<file path="src/rtl/max_n_fp_seq_if.sv">
// Sample/result bundle for the sequential FP32 max/argmax reducer.
// FP_NAN_CHECK_EN adds the o_nan result flag to the bundle.
interface max_n_fp_seq_if #(
  parameter int IDX_W = 2
);
  logic             i_valid;
  logic [31:0]      i_data;
  logic             i_clear;
  logic             o_busy;
  logic             o_valid;
  logic [31:0]      o_data;
  logic [IDX_W-1:0] o_idx;
`ifdef FP_NAN_CHECK_EN
  logic             o_nan;
`endif

  // Upstream side: Q-table read port feeding samples.
  modport master (
    output i_valid, i_data, i_clear,
    input  o_busy, o_valid, o_data, o_idx
`ifdef FP_NAN_CHECK_EN
    , input o_nan
`endif
  );

  // Reducer side.
  modport slave (
    input  i_valid, i_data, i_clear,
    output o_busy, o_valid, o_data, o_idx
`ifdef FP_NAN_CHECK_EN
    , output o_nan
`endif
  );
endinterface

</file>
<file path="src/rtl/max_n_fp_seq.sv">
// Sequential FP32 max/argmax reducer for action selection.
// Accepts NUM_ACTIONS samples (one per i_valid cycle, gaps allowed) and
// reports the largest value and its arrival index one cycle after the last
// sample. Comparison is done directly on sign/magnitude, no adder.
// Optional feature macro: FP_NAN_CHECK_EN -- NaN samples are never selected
// and raise a per-group sticky flag reported on o_nan.
module max_n_fp_seq #(
  parameter int NUM_ACTIONS = 4,
  parameter int IDX_W       = 2
) (
  input  logic               i_clk,
  input  logic               i_rst_n,
  max_n_fp_seq_if.slave      bus
);

  typedef enum logic {
    IDLE  = 1'b0,
    ACCUM = 1'b1
  } state_t;

  localparam logic [IDX_W-1:0] LAST_IDX = IDX_W'(NUM_ACTIONS - 1);
  localparam logic [31:0]      QNAN     = 32'h7FC0_0000;

  // a strictly greater than b; +0 and -0 compare equal.
  function automatic logic fp_gt(input logic [31:0] a, input logic [31:0] b);
    logic both_zero;
    both_zero = (a[30:0] == 31'd0) && (b[30:0] == 31'd0);
    if (a[31] != b[31]) return !a[31] && !both_zero;
    else if (!a[31])    return a[30:0] > b[30:0];
    else                return a[30:0] < b[30:0];
  endfunction

  state_t           state, state_nx;
  logic [IDX_W-1:0] cnt, cnt_nx;
  logic [31:0]      best, best_nx;
  logic [IDX_W-1:0] best_idx, best_idx_nx;
  logic             done;
  logic             take;

  logic             valid_q;
  logic [31:0]      data_q;
  logic [IDX_W-1:0] idx_q;

`ifdef FP_NAN_CHECK_EN
  logic have, have_nx;       // best holds a non-NaN sample
  logic nan_seen, nan_nx;    // sticky: some sample of this group was NaN
  logic smp_nan;
  logic nan_q;
  assign smp_nan = (&bus.i_data[30:23]) && (|bus.i_data[22:0]);
`endif

  // Next-state and datapath selection for the group accumulator.
  always_comb begin
    // NOTE: every signal gets a default first so no path leaves one
    // unassigned, which would otherwise infer a latch.
    state_nx    = state;
    cnt_nx      = cnt;
    best_nx     = best;
    best_idx_nx = best_idx;
    done        = 1'b0;
`ifdef FP_NAN_CHECK_EN
    have_nx     = have;
    nan_nx      = nan_seen;
    take        = !smp_nan && (!have || fp_gt(bus.i_data, best));
`else
    take        = fp_gt(bus.i_data, best);
`endif

    if (bus.i_clear) begin
      // Clear beats a coincident sample: the sample is dropped.
      state_nx = IDLE;
      cnt_nx   = '0;
    end else if (bus.i_valid) begin
      unique case (state)
        IDLE: begin
          best_nx     = bus.i_data;
          best_idx_nx = '0;
          cnt_nx      = IDX_W'(1);
          state_nx    = ACCUM;
`ifdef FP_NAN_CHECK_EN
          have_nx     = !smp_nan;
          nan_nx      = smp_nan;
`endif
        end
        ACCUM: begin
          if (take) begin
            best_nx     = bus.i_data;
            best_idx_nx = cnt;
`ifdef FP_NAN_CHECK_EN
            have_nx     = 1'b1;
`endif
          end
`ifdef FP_NAN_CHECK_EN
          nan_nx = nan_seen | smp_nan;
`endif
          if (cnt == LAST_IDX) begin
            done     = 1'b1;
            cnt_nx   = '0;
            state_nx = IDLE;
          end else begin
            cnt_nx = cnt + IDX_W'(1);
          end
        end
        default: state_nx = IDLE;
      endcase
    end
  end

  // State register and running best/argmax.
  // NOTE: sequential state uses non-blocking assignments so every register
  // samples the pre-edge values, independent of statement order.
  always_ff @(posedge i_clk or negedge i_rst_n) begin
    // NOTE: the small accumulator registers are reset too; a reset mid-group
    // must leave no stale best/index behind for the next group.
    if (!i_rst_n) begin
      state    <= IDLE;
      cnt      <= '0;
      best     <= '0;
      best_idx <= '0;
`ifdef FP_NAN_CHECK_EN
      have     <= 1'b0;
      nan_seen <= 1'b0;
`endif
    end else begin
      state    <= state_nx;
      cnt      <= cnt_nx;
      best     <= best_nx;
      best_idx <= best_idx_nx;
`ifdef FP_NAN_CHECK_EN
      have     <= have_nx;
      nan_seen <= nan_nx;
`endif
    end
  end

  // Result registers: load on the edge accepting the last sample, then hold.
  always_ff @(posedge i_clk or negedge i_rst_n) begin
    if (!i_rst_n) begin
      valid_q <= 1'b0;
      data_q  <= '0;
      idx_q   <= '0;
`ifdef FP_NAN_CHECK_EN
      nan_q   <= 1'b0;
`endif
    end else begin
      valid_q <= done;
      if (done) begin
`ifdef FP_NAN_CHECK_EN
        data_q <= have_nx ? best_nx : QNAN;
        idx_q  <= have_nx ? best_idx_nx : '0;
        nan_q  <= nan_nx;
`else
        data_q <= best_nx;
        idx_q  <= best_idx_nx;
`endif
      end
    end
  end

  assign bus.o_busy  = (state == ACCUM);
  assign bus.o_valid = valid_q;
  assign bus.o_data  = data_q;
  assign bus.o_idx   = idx_q;
`ifdef FP_NAN_CHECK_EN
  assign bus.o_nan   = nan_q;
`endif

endmodule

</file>
<file path="src/flat_wrapper.sv">
// flat-port wrapper written by rule: the top's interface ports become plain ports
module max_n_fp_seq_flat 
#(
  parameter int NUM_ACTIONS = 4,
  parameter int IDX_W       = 2
)
  (i_clk, i_rst_n, bus_i_valid, bus_i_data, bus_i_clear, bus_o_busy, bus_o_valid, bus_o_data, bus_o_idx);
  max_n_fp_seq_if #(.IDX_W(IDX_W)) bus_i ();
  input  logic i_clk;
  input  logic i_rst_n;
  input wire logic [$bits(bus_i.i_valid)-1:0] bus_i_valid;
  input wire logic [$bits(bus_i.i_data)-1:0] bus_i_data;
  input wire logic [$bits(bus_i.i_clear)-1:0] bus_i_clear;
  output wire logic [$bits(bus_i.o_busy)-1:0] bus_o_busy;
  output wire logic [$bits(bus_i.o_valid)-1:0] bus_o_valid;
  output wire logic [$bits(bus_i.o_data)-1:0] bus_o_data;
  output wire logic [$bits(bus_i.o_idx)-1:0] bus_o_idx;
  assign bus_i.i_valid = bus_i_valid;
  assign bus_i.i_data = bus_i_data;
  assign bus_i.i_clear = bus_i_clear;
  assign bus_o_busy = bus_i.o_busy;
  assign bus_o_valid = bus_i.o_valid;
  assign bus_o_data = bus_i.o_data;
  assign bus_o_idx = bus_i.o_idx;
  max_n_fp_seq #(.NUM_ACTIONS(NUM_ACTIONS), .IDX_W(IDX_W)) u_core (.i_clk(i_clk), .i_rst_n(i_rst_n), .bus(bus_i));
endmodule
</file>
<file path="config.mk">
export PLATFORM = sky130hd
export DESIGN_NAME = max_n_fp_seq_flat
export DESIGN_NICKNAME = d
export VERILOG_FILES = /design/src/rtl/max_n_fp_seq_if.sv /design/src/rtl/max_n_fp_seq.sv /design/src/flat_wrapper.sv
export SDC_FILE = /design/constraint.sdc
export NUM_CORES = 1
export LEC_CHECK = 0
export BUFFER_PORTS_ARGS = -buffer_cell sky130_fd_sc_hd__buf_2
export CORE_MARGIN = 1
export CORE_UTILIZATION = 55
export DETAILED_ROUTE_END_ITERATION = 6
export GPL_ROUTABILITY_DRIVEN = 0
export PLACE_DENSITY = 0.85
export SYNTH_ARGS = -nofsm -noshare
export SYNTH_HDL_FRONTEND = slang
export SYNTH_SLANG_ARGS = --single-unit
</file>
<file path="constraint.sdc">
create_clock -name i_clk -period 8.6 [get_ports i_clk]
set_input_delay 0.43 -clock i_clk [delete_from_list [all_inputs] [get_ports i_clk]]
set_output_delay 0.43 -clock i_clk [all_outputs]
set_load 0.03 [all_outputs]
</file>
==> reports/qor_table.md <==
| Stage | Result | This run |
| --- | --- | --- |
| timing | Setup clock skew after layout | 0.004934 ns |
| timing | Max frequency | 273.4 MHz |
| timing | Transition at the pin with the smallest max-transition slack | 1.279 ns |
| critical path | Crit-path leading delay family | compound AO/OA/AOI/OAI gates |
| power and ir drop | Clock group share of total power | 0.238 |
| critical path | Kind of capture point of the worst setup path | flop |
| power and ir drop | Switching power total | 348.5 uW |
| power and ir drop | PwrDens | 208.7 mW/mm2 |
| floorplanning | Die span in y | 88.05 um |
| routing | DRC errors left | 0 |
| synth | Primary FF master, synth | sky130_fd_sc_hd__dfrtp_1 |
| critical path | Worst Path Class, Setup | flop to flop |
| clock tree | Clock-pin transition on the worst setup and hold timing paths | 0.07 ns |
| power and ir drop | Internal power summed over all cells | 621.3 uW |
| clock tree | Number of buffers inserted for hold repair after clock tree synthesis | 0 |
| clock tree | CTS tree | built |
| routing | Count of antenna-violating nets left after detailed routing | 0 |
| critical path | Maximum fanout count along the critical path | 35 |
| layout | Multi-input combinational cell area | 0.002048 mm2 |
| layout | Filler cells | 623 |
| global routing | Global router's overall resource usage | 0.2738 |
| hold path | Class of the most critical hold timing path | input pin to asynchronous set/reset pin |
| critical path | Required time of the worst setup path | 8.82 ns |
| synth | Post-Synthesis Cells | 422 |
| place | Total placed instance area | 0.004487 mm2 |
| power and ir drop | Sequential fraction of design power | 0.445 |
| synth | Total standard cell area after synthesis | 0.004073 mm2 |
| routing | Via total after detailed routing | 3573 |
| routing | Drt total wl | 9661 um |
| global routing | Largest net degree at the start of global routing | 73 |
| routing | Initial drt markers | 188 |
| clock tree | Clock buffers created by TritonCTS | 9 |
| timing | Post-Route Setup TNS | 0 ns |
| clock tree | Clock sink count | 72 |
| critical path | Worst Setup Start Kind | flop |
| layout | Layout cell share with drive strength beyond 1 | 0.2505 |
| routing | Routed WL per cell | 16.49 um |
| synth | YS warnings | 0 |
| critical path | Arrival time worst endpoint | 3.88 ns |
| floorplanning | Die X-Extent | 88.05 um |
| synth | Number of flops mapped to enable cells by yosys | 0 |
| clock tree | Buffer type at the clock tree root | sky130_fd_sc_hd__clkbuf_8 |
| critical path | Master of the slowest instance on the critical path | sky130_fd_sc_hd__o21a_1 |
| power and ir drop | Peak supply drop | 0.1197 mV |
| synth | #FFs+latches synth | 72 |
| critical path | Reg-to-Reg Start | u_core.best[4] |
| flow run | Max-capacitance violation count | 0 |
| critical path | Max stage delay on crit path | 0.63 ns |
| routing | Number of detailed-routing iterations run before antenna repair | 4 |
| power and ir drop | Combinational power share | 0.317 |
| global routing | Wire length of the first global-routing pass | 16280 um |
| timing | Finish-stage setup viols | 0 |
| layout | Final net count | 553 |
| synth | Leading post-synthesis cells by cell area | sky130_fd_sc_hd__dfrtp_1 (44%), sky130_fd_sc_hd__ha_1 (9.8%), sky130_fd_sc_hd__mux2_2 (8.3%) |
| floorplanning | Die area | 0.007753 mm2 |
| critical path | Crit path from | u_core.best[4] |
| synth | Largest area contributor in the synthesized netlist | sky130_fd_sc_hd__dfrtp_1 |
| global routing | Via count of the first global-routing pass | 3472 |
| power and ir drop | Switching Fraction | 0.3593 |
| timing | Fin. Hold Viols | 0 |
| layout | Layout Area Growth over Synthesis | 14.10% |
| synth | Sequential-to-total area share from yosys stat | 0.4424 |
| synth | Portion of synthesized cell area occupied by the leading cell type | 0.4424 |
| layout | Final instance area | 0.004647 mm2 |
| clock tree | Post-CTS setup buffer count | 0 |
| layout | Diode count | 0 |
| critical path | Count of buffer and inverter cells on the critical path | 2 |
| timing | Max_slew headroom | 0.1471 |
| floorplanning | Effective utilization at floorplan | 0.5645 |
| global routing | Global-route congestion overflow total | 0 |
| synth | Proportion of synthesized flip-flops having asynchronous set or reset | 1.000 |
| layout | Final instance count without filler cells | 586 |
| place | Count of input and output buffers | 71 |
| clock tree | H-tree levels | 3 |
| global routing | Antenna violations before repair | 0 |
| clock tree | Bufs on Longest Clock Path | 2 |
| layout | Sequential standard cell area | 0.001802 mm2 |
| place | Number of placed instances with taps included | 573 |
| routing | Post-DR vias/cell | 6.097 |
| timing | RSZ-0062 raised after global routing | false |
| clock tree | Worst-skew pair later-pin latency | 0.34 ns |
| synth | Mean post-synth cell area | 9.651 um2 |
| timing | Final critical delay including setup and external delays | 3.658 ns |
| synth | Unique cell type count in the Yosys netlist | 38 |
| floorplanning | Row count | 31 |
| run status | Outcome | finished clean |
| timing | Number of pins with negative max-slew slack in the final report | 0 |
| critical path | Cell Chain, Critical Path | inv_1 -> ha_1 -> a211oi_1 -> nor2_1 -> o31a_1 -> o41a_1 -> o21a_1 -> o31ai_4 -> buf_4 -> mux2_2 |
| synth | Post-Synthesis Net Count | 490 |
| power and ir drop | Static leakage | 2.246 nW |
| floorplanning | Standard cell core area | 0.007214 mm2 |
| floorplanning | I/O pin count | 72 |
| timing | Tcrit/Tclk final | 0.4254 |
| clock tree | Number of gates given a new drive strength after cts | 0 |
| place | Sum of net half-perimeters after detailed placement | 6793 um |
## power by group through the flow
stage / Combinational (mW) / Sequential [mW] / Clock (mW)
global route: 0.346 / 0.439 / 0.246
detailed placement: 0.305 / 0.436 / 0
finish: 0.308 / 0.432 / 0.231
floorplan: 0.203 / 0.442 / 0
global placement: 0.288 / 0.432 / 0
CTS: 0.307 / 0.430 / 0.234
## cells in the mapped netlist, types with 2 or more instances
cell                       count
sky130_fd_sc_hd__o21ai_0      39
sky130_fd_sc_hd__a31oi_1      32
sky130_fd_sc_hd__ha_1         32
sky130_fd_sc_hd__nor4_1       17
sky130_fd_sc_hd__a211oi_1      3
sky130_fd_sc_hd__buf_6         3
sky130_fd_sc_hd__nand2_1       6
sky130_fd_sc_hd__a21oi_1      13
sky130_fd_sc_hd__o31a_1        2
sky130_fd_sc_hd__clkbuf_1     18
sky130_fd_sc_hd__buf_1         2
sky130_fd_sc_hd__dfrtp_1      72
sky130_fd_sc_hd__inv_1        34
sky130_fd_sc_hd__nor2_1       41
sky130_fd_sc_hd__mux2_2       30
sky130_fd_sc_hd__o211ai_1      2
sky130_fd_sc_hd__nand2b_1      3
sky130_fd_sc_hd__nand4_1      11
sky130_fd_sc_hd__nand3_1      41
sky130_fd_sc_hd__nor3_1        2
sky130_fd_sc_hd__mux2_1        2
## stage by stage
step                setup slack, ns    util  power, mW  hold slack [ns]
global placement              4.940  0.6219     0.7202           0.4735
floorplan                     5.758       -     0.6453           0.1344
CTS                           4.951  0.6441     0.9714           0.2658
global route                  4.677  0.6441      1.030           0.2717
detailed placement            4.820  0.6219     0.7410           0.4853
finish                        4.942  0.6441     0.9698           0.2780
## kinds of logic after synthesis
logic type	count (synthesis)	share of synthesized area
adders and majority gates	32	0.09831
and+or+nand+nor	124	0.1487
DFF	72	0.4424
AOI/OAI and AO/OA	104	0.1616
muxes	33	0.09094
buffers and inverters	57	0.05806
## flip-flops by register name, summed over array words and instances, names as in the netlist
register and flops:
u_core.best 32, u_core.bus.o_idx 2, u_core.cnt 2, u_core.bus.o_data 32, u_core.bus.o_busy 1, u_core.best_idx 2, u_core.bus.o_valid 1
## cells in the final DEF, fill, tap and decap left out, types with 11 or more instances in the layout
master,count
sky130_fd_sc_hd__inv_1,34
sky130_fd_sc_hd__dfrtp_1,72
sky130_fd_sc_hd__o21ai_0,39
sky130_fd_sc_hd__mux2_2,30
sky130_fd_sc_hd__nor2_1,41
sky130_fd_sc_hd__a21oi_1,13
sky130_fd_sc_hd__nand3_1,41
sky130_fd_sc_hd__ha_1,32
sky130_fd_sc_hd__clkbuf_8,11
sky130_fd_sc_hd__buf_2,71
sky130_fd_sc_hd__a31oi_1,32
sky130_fd_sc_hd__nor4_1,17
sky130_fd_sc_hd__nand4_1,11
## path summary, 6_finish.rpt
path | endpoint | slack, ns | cells after the start
worst max-delay path | u_core.best[13] | 4.94 | 10
worst min-delay path | u_core.bus.o_data[1] | 0.28 | 2
worst max register to register | u_core.best[13] | 4.94 | 10
worst min register to register | u_core.best_idx[0] | 0.51 | 1
max in group asynchronous | u_core.best[8] | 7.70 | 2
min in group i_clk | u_core.cnt[0] | 0.28 | 2
## per-layer routing
layer,track usage,part of all wire,vias to the layer above
met4,0.1364,0.030,0
met1,0.3497,0.44,1745
met2,0.4503,0.48,115
met5,0,0,-
li1,-,-,1684
met3,0.04807,0.055,29
## cell type report
cell class | count | share of cell area
clock buffer | 12 | 0.03339
clock inverter | 1 | 0.001077
inverter | 34 | 0.02746
multi-input combinational | 293 | 0.4408
sequential | 72 | 0.3877
tap | 99 | 0.02666
timing repair buffer | 75 | 0.08293
Note: power is estimated with default switching activity, not from simulation.
